## src/rtl/ysyx_22041207_cache_refill.sv

```systemverilog
// Miss/refill and write-through controller sitting between the core load/store
// port, the 2-way data cache and the memory bus.
module ysyx_22041207_cache_refill #(
    parameter logic [63:0] UNCACHED_BASE = 64'h0000_0000_a000_0000
) (
    input  logic        clk,
    input  logic        rst,
    input  logic        req_valid,
    output logic        req_ready,
    input  logic        req_write,
    input  logic [63:0] req_addr,
    input  logic [63:0] req_wdata,
    input  logic [7:0]  req_wmask,
    output logic        resp_valid,
    output logic [63:0] resp_rdata,
    output logic [63:0] cache_raddr,
    input  logic        cache_hit,
    input  logic [63:0] cache_rdata,
    output logic        cache_upd_valid,
    output logic [63:0] cache_upd_addr,
    output logic [63:0] cache_upd_data,
    output logic        cache_wupd_valid,
    output logic [63:0] cache_wupd_addr,
    output logic [63:0] cache_wupd_data,
    output logic [7:0]  cache_wupd_mask,
    output logic        mem_req_valid,
    input  logic        mem_req_ready,
    output logic        mem_req_write,
    output logic [63:0] mem_req_addr,
    output logic [63:0] mem_req_wdata,
    output logic [7:0]  mem_req_wmask,
    input  logic        mem_resp_valid,
    input  logic [63:0] mem_resp_rdata,
    output logic [31:0] hit_count,
    output logic [31:0] miss_count
);
    typedef enum logic [2:0] {
        IDLE, RD_REQ, RD_WAIT, RD_DONE, WR_REQ, WR_WAIT
    } state_t;

    state_t      state, state_nxt;
    logic        accept, req_cached, load_hit;
    logic [63:0] addr_q, wdata_q, rdata_q;
    logic [7:0]  wmask_q;
    logic        cached_q, wr_first_q;

    function automatic logic [63:0] align8(input logic [63:0] a);
        return {a[63:3], 3'b000};
    endfunction

    assign accept     = req_valid && req_ready;
    assign req_cached = (req_addr < UNCACHED_BASE);
    assign load_hit   = !req_write && req_cached && cache_hit;

    assign cache_raddr     = req_addr;
    assign mem_req_addr    = align8(addr_q);
    assign mem_req_wdata   = wdata_q;
    assign mem_req_wmask   = wmask_q;
    assign cache_upd_addr  = align8(addr_q);
    assign cache_upd_data  = rdata_q;
    assign cache_wupd_addr = addr_q;
    assign cache_wupd_data = wdata_q;
    assign cache_wupd_mask = wmask_q;

    always_ff @(posedge clk or posedge rst) begin
        if (rst) state <= IDLE;
        else     state <= state_nxt;
    end

    always_comb begin
        state_nxt = state;
        case (state)
            IDLE: begin
                if (accept) begin
                    if (req_write)      state_nxt = WR_REQ;
                    else if (!load_hit) state_nxt = RD_REQ;
                end
            end
            RD_REQ:  if (mem_req_ready)  state_nxt = RD_WAIT;
            RD_WAIT: if (mem_resp_valid) state_nxt = RD_DONE;
            RD_DONE: state_nxt = IDLE;
            WR_REQ:  if (mem_req_ready)  state_nxt = WR_WAIT;
            WR_WAIT: if (mem_resp_valid) state_nxt = IDLE;
            default: state_nxt = IDLE;
        endcase
    end

    // Handshake strobes are pure decodes of the state, so an async reset
    // clears them in the same instant it forces IDLE.
    always_comb begin
        req_ready        = 1'b0;
        mem_req_valid    = 1'b0;
        mem_req_write    = 1'b0;
        cache_upd_valid  = 1'b0;
        cache_wupd_valid = 1'b0;
        case (state)
            IDLE:    req_ready = !rst;
            RD_REQ:  mem_req_valid = 1'b1;
            RD_DONE: cache_upd_valid = cached_q;
            WR_REQ: begin
                mem_req_valid    = 1'b1;
                mem_req_write    = 1'b1;
                cache_wupd_valid = wr_first_q;
            end
            default: ;
        endcase
    end

    always_ff @(posedge clk or posedge rst) begin
        if (rst) begin
            addr_q     <= '0;
            wdata_q    <= '0;
            wmask_q    <= '0;
            rdata_q    <= '0;
            cached_q   <= 1'b0;
            wr_first_q <= 1'b0;
            resp_valid <= 1'b0;
            resp_rdata <= '0;
            hit_count  <= '0;
            miss_count <= '0;
        end else begin
            resp_valid <= 1'b0;
            if (state == WR_REQ) wr_first_q <= 1'b0;
            if (accept) begin
                addr_q     <= req_addr;
                wdata_q    <= req_wdata;
                wmask_q    <= req_wmask;
                cached_q   <= req_cached;
                wr_first_q <= req_write && req_cached;
                if (load_hit) begin
                    resp_valid <= 1'b1;
                    resp_rdata <= cache_rdata;
                    hit_count  <= hit_count + 32'd1;
                end else if (!req_write && req_cached) begin
                    miss_count <= miss_count + 32'd1;
                end
            end
            // Responses only count while a transaction is waiting for them.
            if (state == RD_WAIT && mem_resp_valid) begin
                rdata_q    <= mem_resp_rdata;
                resp_valid <= 1'b1;
                resp_rdata <= mem_resp_rdata;
            end
            if (state == WR_WAIT && mem_resp_valid) begin
                resp_valid <= 1'b1;
                resp_rdata <= '0;
            end
        end
    end
endmodule

```

## config.mk

```make
export PLATFORM = sky130hd
export DESIGN_NAME = ysyx_22041207_cache_refill
export DESIGN_NICKNAME = d
export VERILOG_FILES = /design/src/rtl/ysyx_22041207_cache_refill.sv
export SDC_FILE = /design/constraint.sdc
export NUM_CORES = 1
export LEC_CHECK = 0
export ABC_CLOCK_PERIOD_IN_PS = 27900
export CAP_MARGIN = 15
export CORE_AREA = 2 2 340 342
export CTS_CLUSTER_SIZE = 30
export DETAILED_ROUTE_END_ITERATION = 8
export DIE_AREA = 0 0 342 344
export PLACE_DENSITY = 0.35
export SETUP_SLACK_MARGIN = 0.5
export SLEW_MARGIN = 10
export SYNTH_ARGS = -nofsm -noshare
export SYNTH_HDL_FRONTEND = slang
export SYNTH_SLANG_ARGS = --single-unit
export TNS_END_PERCENT = 5
```

## constraint.sdc

```tcl
create_clock -name clk -period 27.9 [get_ports clk]
set_clock_uncertainty 0.05 [all_clocks]
set_input_delay 2.79 -clock clk [delete_from_list [all_inputs] [get_ports clk]]
set_output_delay 2.79 -clock clk [all_outputs]
set_load 0.02 [all_outputs]
```

==> impl_metrics.env <==
export IMPL_die_w_um=342
export IMPL_path_class="input pin to output pin"
export IMPL_vias=12300
export IMPL_ys_ff_latch=334
export IMPL_synth_cell_types=45
export IMPL_cp_depth=2
export IMPL_drc=0
export IMPL_slew_viol_final=0
export IMPL_cts_buffers=47
export IMPL_first_iter_violations=539
export IMPL_final_util_pct=22.4
export IMPL_antenna_found_initial=17
export IMPL_dieArea_mm2=0.118
export IMPL_ctsHoldBuffers=0
export IMPL_stdcell_count=3516
export IMPL_synthSimpleGateAreaFrac_pct=11.4
export IMPL_place_inst=3429
export IMPL_drive_gt1_share_pct=12.1
export IMPL_finalSetupViolCount=0
export IMPL_clkSlewWorstSetupHoldPaths_ps=50
export IMPL_postSynthCellCount=1362
export IMPL_dp_hpwl_um=54600
export IMPL_synth_top_family_by_area="buffers and inverters"
export IMPL_r2r_slack_ps=24420
export IMPL_power_uw=2990
export IMPL_syn_area_mm2=0.0155
export IMPL_rsz0062_at_grt="no"
export IMPL_via_per_inst=3.50
export IMPL_clk_latency_ps=600
export IMPL_required_ps=25060
export IMPL_syn_avg_cell_area_um2=11.4
export IMPL_io_pins=869
export IMPL_setup_worst_path_start="req_addr[34]"
export IMPL_seqPwrFrac_pct=28.9
export IMPL_p_int_uw=1800
export IMPL_pwr_share_comb_pct=50.6
export IMPL_hp_class="flop to flop"
export IMPL_nets=2239
export IMPL_timing_rr_end="cache_wupd_addr[22]"
export IMPL_portBuffers=862
export IMPL_critPathBufInv=2
export IMPL_post_route_min_period_ps=7090
export IMPL_placed_area_mm2=0.0239
export IMPL_crit_top_cell="clkdlybuf4s50_1"
export IMPL_crit_slowest_cell="clkdlybuf4s50_1"
export IMPL_synth_seq_area_share_pct=54.0
export IMPL_firstDrtPassIters=4
export IMPL_maxCapViolCount=0
export IMPL_grt_max_degree=135
export IMPL_synth_adder_area_share_pct=0.162
export IMPL_rows=124
export IMPL_core_area_mm2=0.114
export IMPL_relSlewSlack_pct=26.1
export IMPL_ant_nets=0
export IMPL_end_kind="output pin"
export IMPL_cp_endpoint="cache_raddr[34]"
export IMPL_fin_crit_sh_pct=25.4
export IMPL_p_leak_uw=0.0104
export IMPL_fmax_ghz=0.141
export IMPL_ctsRootBufferMaster="clkbuf_16"
export IMPL_tightestPinTransition_ps=1100
export IMPL_cp_max_fo=3
export IMPL_r2r_start="state[2]"
export IMPL_r2r_cells=5
export IMPL_max_stage_delay_ps=750
export IMPL_tns_ps=0
export IMPL_status="completed"
export IMPL_start_util_pct=13.6
export IMPL_wl_um=71200
export IMPL_gp_congestion=0.810
export IMPL_cts_resized=0
export IMPL_gr_usage_all_layers_pct=11.6
export IMPL_area_growth_pct=64.6
export IMPL_clkSinkCount=334
export IMPL_clkPwrFrac_pct=20.4
export IMPL_synth_compound_area_share_pct=6.09
export IMPL_worstPathArrival_ps=4250
export IMPL_synth_area_mux_share_pct=10.1
export IMPL_cp_top_family="buffers and inverters"
export IMPL_peakVddDrop_v=0.0000589
export IMPL_ys_warn_count=0
export IMPL_startpoint_type="input pin"
export IMPL_htree_levels=2
export IMPL_powerDensity_mw_per_mm2=117
export IMPL_grt_pass1_wl_um=99000
export IMPL_worstPathCellList="clkdlybuf4s50_1 > clkdlybuf4s50_1"
export IMPL_grt_pass1_vias=13000
export IMPL_gr_total_overflow=0
export IMPL_hold_viol_final=0
export IMPL_fill_cells=12200
export IMPL_wire_per_inst_um=20.2
export IMPL_clockBufferDepth=3
export IMPL_post_cts_buffers=0
export IMPL_synth_xor_xnor_area_share_pct=3.57
export IMPL_power_switching_uw=1180
export IMPL_finish_instance_area_mm2=0.0255
export IMPL_cts_tree="done"
export IMPL_p_sw_share_pct=39.6
export IMPL_die_h_um=344
[per-stage QoR]
step	setup slack [ps]	hold WS (ps)
6_report	20810	420
5_1_grt	20780	445
4_1_cts	20840	426
3_5_place_dp	20840	412
3_3_place_gp	20840	411
2_1_floorplan	15810	393
[layout make-up]
type	instances	area [um2]	share of cell area, %
Multi-Input combinational cell	703	4910	19.3
Inverter	7	33.8	0.133
Clock inverter	14	163	0.639
Antenna cell	3	7.51	0.0295
Clock buffer	70	1380	5.43
Sequential cell	334	8360	32.8
Timing Repair Buffer	873	8720	34.2
Tap cell	1512	1890	7.43
[synth_stat cells, drive strengths merged]
cell	instances	area, um2
or4b	1	10.0
ha	2	25.0
or2	1	6.26
mux2i	2	20.0
nor2b	2	12.5
inv	7	26.3
nand4	27	184
and3	13	81.3
nor4	17	204
nand3b	1	7.51
nor4bb	1	10.0
and3b	1	8.76
a21oi	3	15.0
o31ai	1	7.51
and2	6	37.5
nor3b	1	7.51
xor2	15	131
nand2	224	841
o21bai	1	7.51
o21ai	67	335
a211oi	1	7.51
clkbuf	38	143
nand3	23	115
dfrtp	334	8360
or3	2	12.5
and4b	1	10.0
or4	1	11.3
buf	285	2100
a2bb2oi	64	561
nor3	12	75.1
o311ai	1	8.76
nor4b	1	8.76
xnor2	48	420
nand2b	1	6.26
and4	8	70.1
mux2	137	1540
conb	1	3.75
nor2	11	41.3
[worst min path at each step]
| stage | depth (start not counted) | slack (ps) | startpoint | endpoint |
|---|---|---|---|---|
| after CTS | 2 | 430 | cache_upd_data[10] | cache_upd_data[10] |
| final | 2 | 420 | cache_upd_data[55] | cache_upd_data[55] |
| after global placement | 2 | 410 | cache_upd_data[22] | cache_upd_data[22] |
| after global routing | 2 | 440 | cache_upd_data[22] | cache_upd_data[22] |
| after detailed placement | 2 | 410 | cache_upd_data[10] | cache_upd_data[10] |
| after floorplan | 2 | 390 | cached_q | cached_q |
[state kept, by name, summed over array words and instances, names as in the netlist, 3 cells and up]
signal	count
cache_upd_data	64
cache_wupd_mask	8
resp_rdata	64
cache_wupd_addr	64
miss_count	32
hit_count	32
state	3
cache_wupd_data	64
[power by group through the flow]
stage	clock, uW	combinational, uW	sequential (uW)
after floorplan	0	667	1040
after global placement	0	1540	869
after detailed placement	0	1530	873
after CTS	639	1540	870
after global routing	659	1590	893
final	610	1510	864
[layer usage]
metal / share of wire, % / track usage, % / vias up
li1: - / - / 5592
met1: 38 / 13.3 / 6106
met2: 52 / 20.5 / 511
met3: 8.0 / 3.58 / 89
met4: 2.2 / 3.68 / 4
met5: 0.031 / 0 / -
[logic make-up (layout without fill, tap and decap cells)]
kind of cell | count (synthesis) | count (layout)
other | 1 | 9
xor gates and xnor gates | 63 | 63
AOI/OAI and AO/OA | 138 | 138
and+or+nand+nor | 355 | 355
muxes | 139 | 139
adders and majority gates | 2 | 2
DFF | 334 | 334
buffers and inverters | 330 | 964
[placed cells by master, fill, tap and decap left out, types with 7 or more instances in the layout]
cell / n
clkdlybuf4s50_1: 862
dfrtp_1: 334
nand2_1: 221
mux2_2: 137
o21ai_0: 66
a2bb2oi_1: 64
xnor2_1: 48
clkbuf_16: 47
nand4_1: 26
nand3_1: 23
xor2_1: 15
and3_1: 13
clkbuf_8: 12
nor2_1: 11
clkbuf_1: 11
buf_4: 10
nor3_1: 9
and4_1: 8
nor4_1: 7
Note: power is estimated with default switching activity, not from simulation.
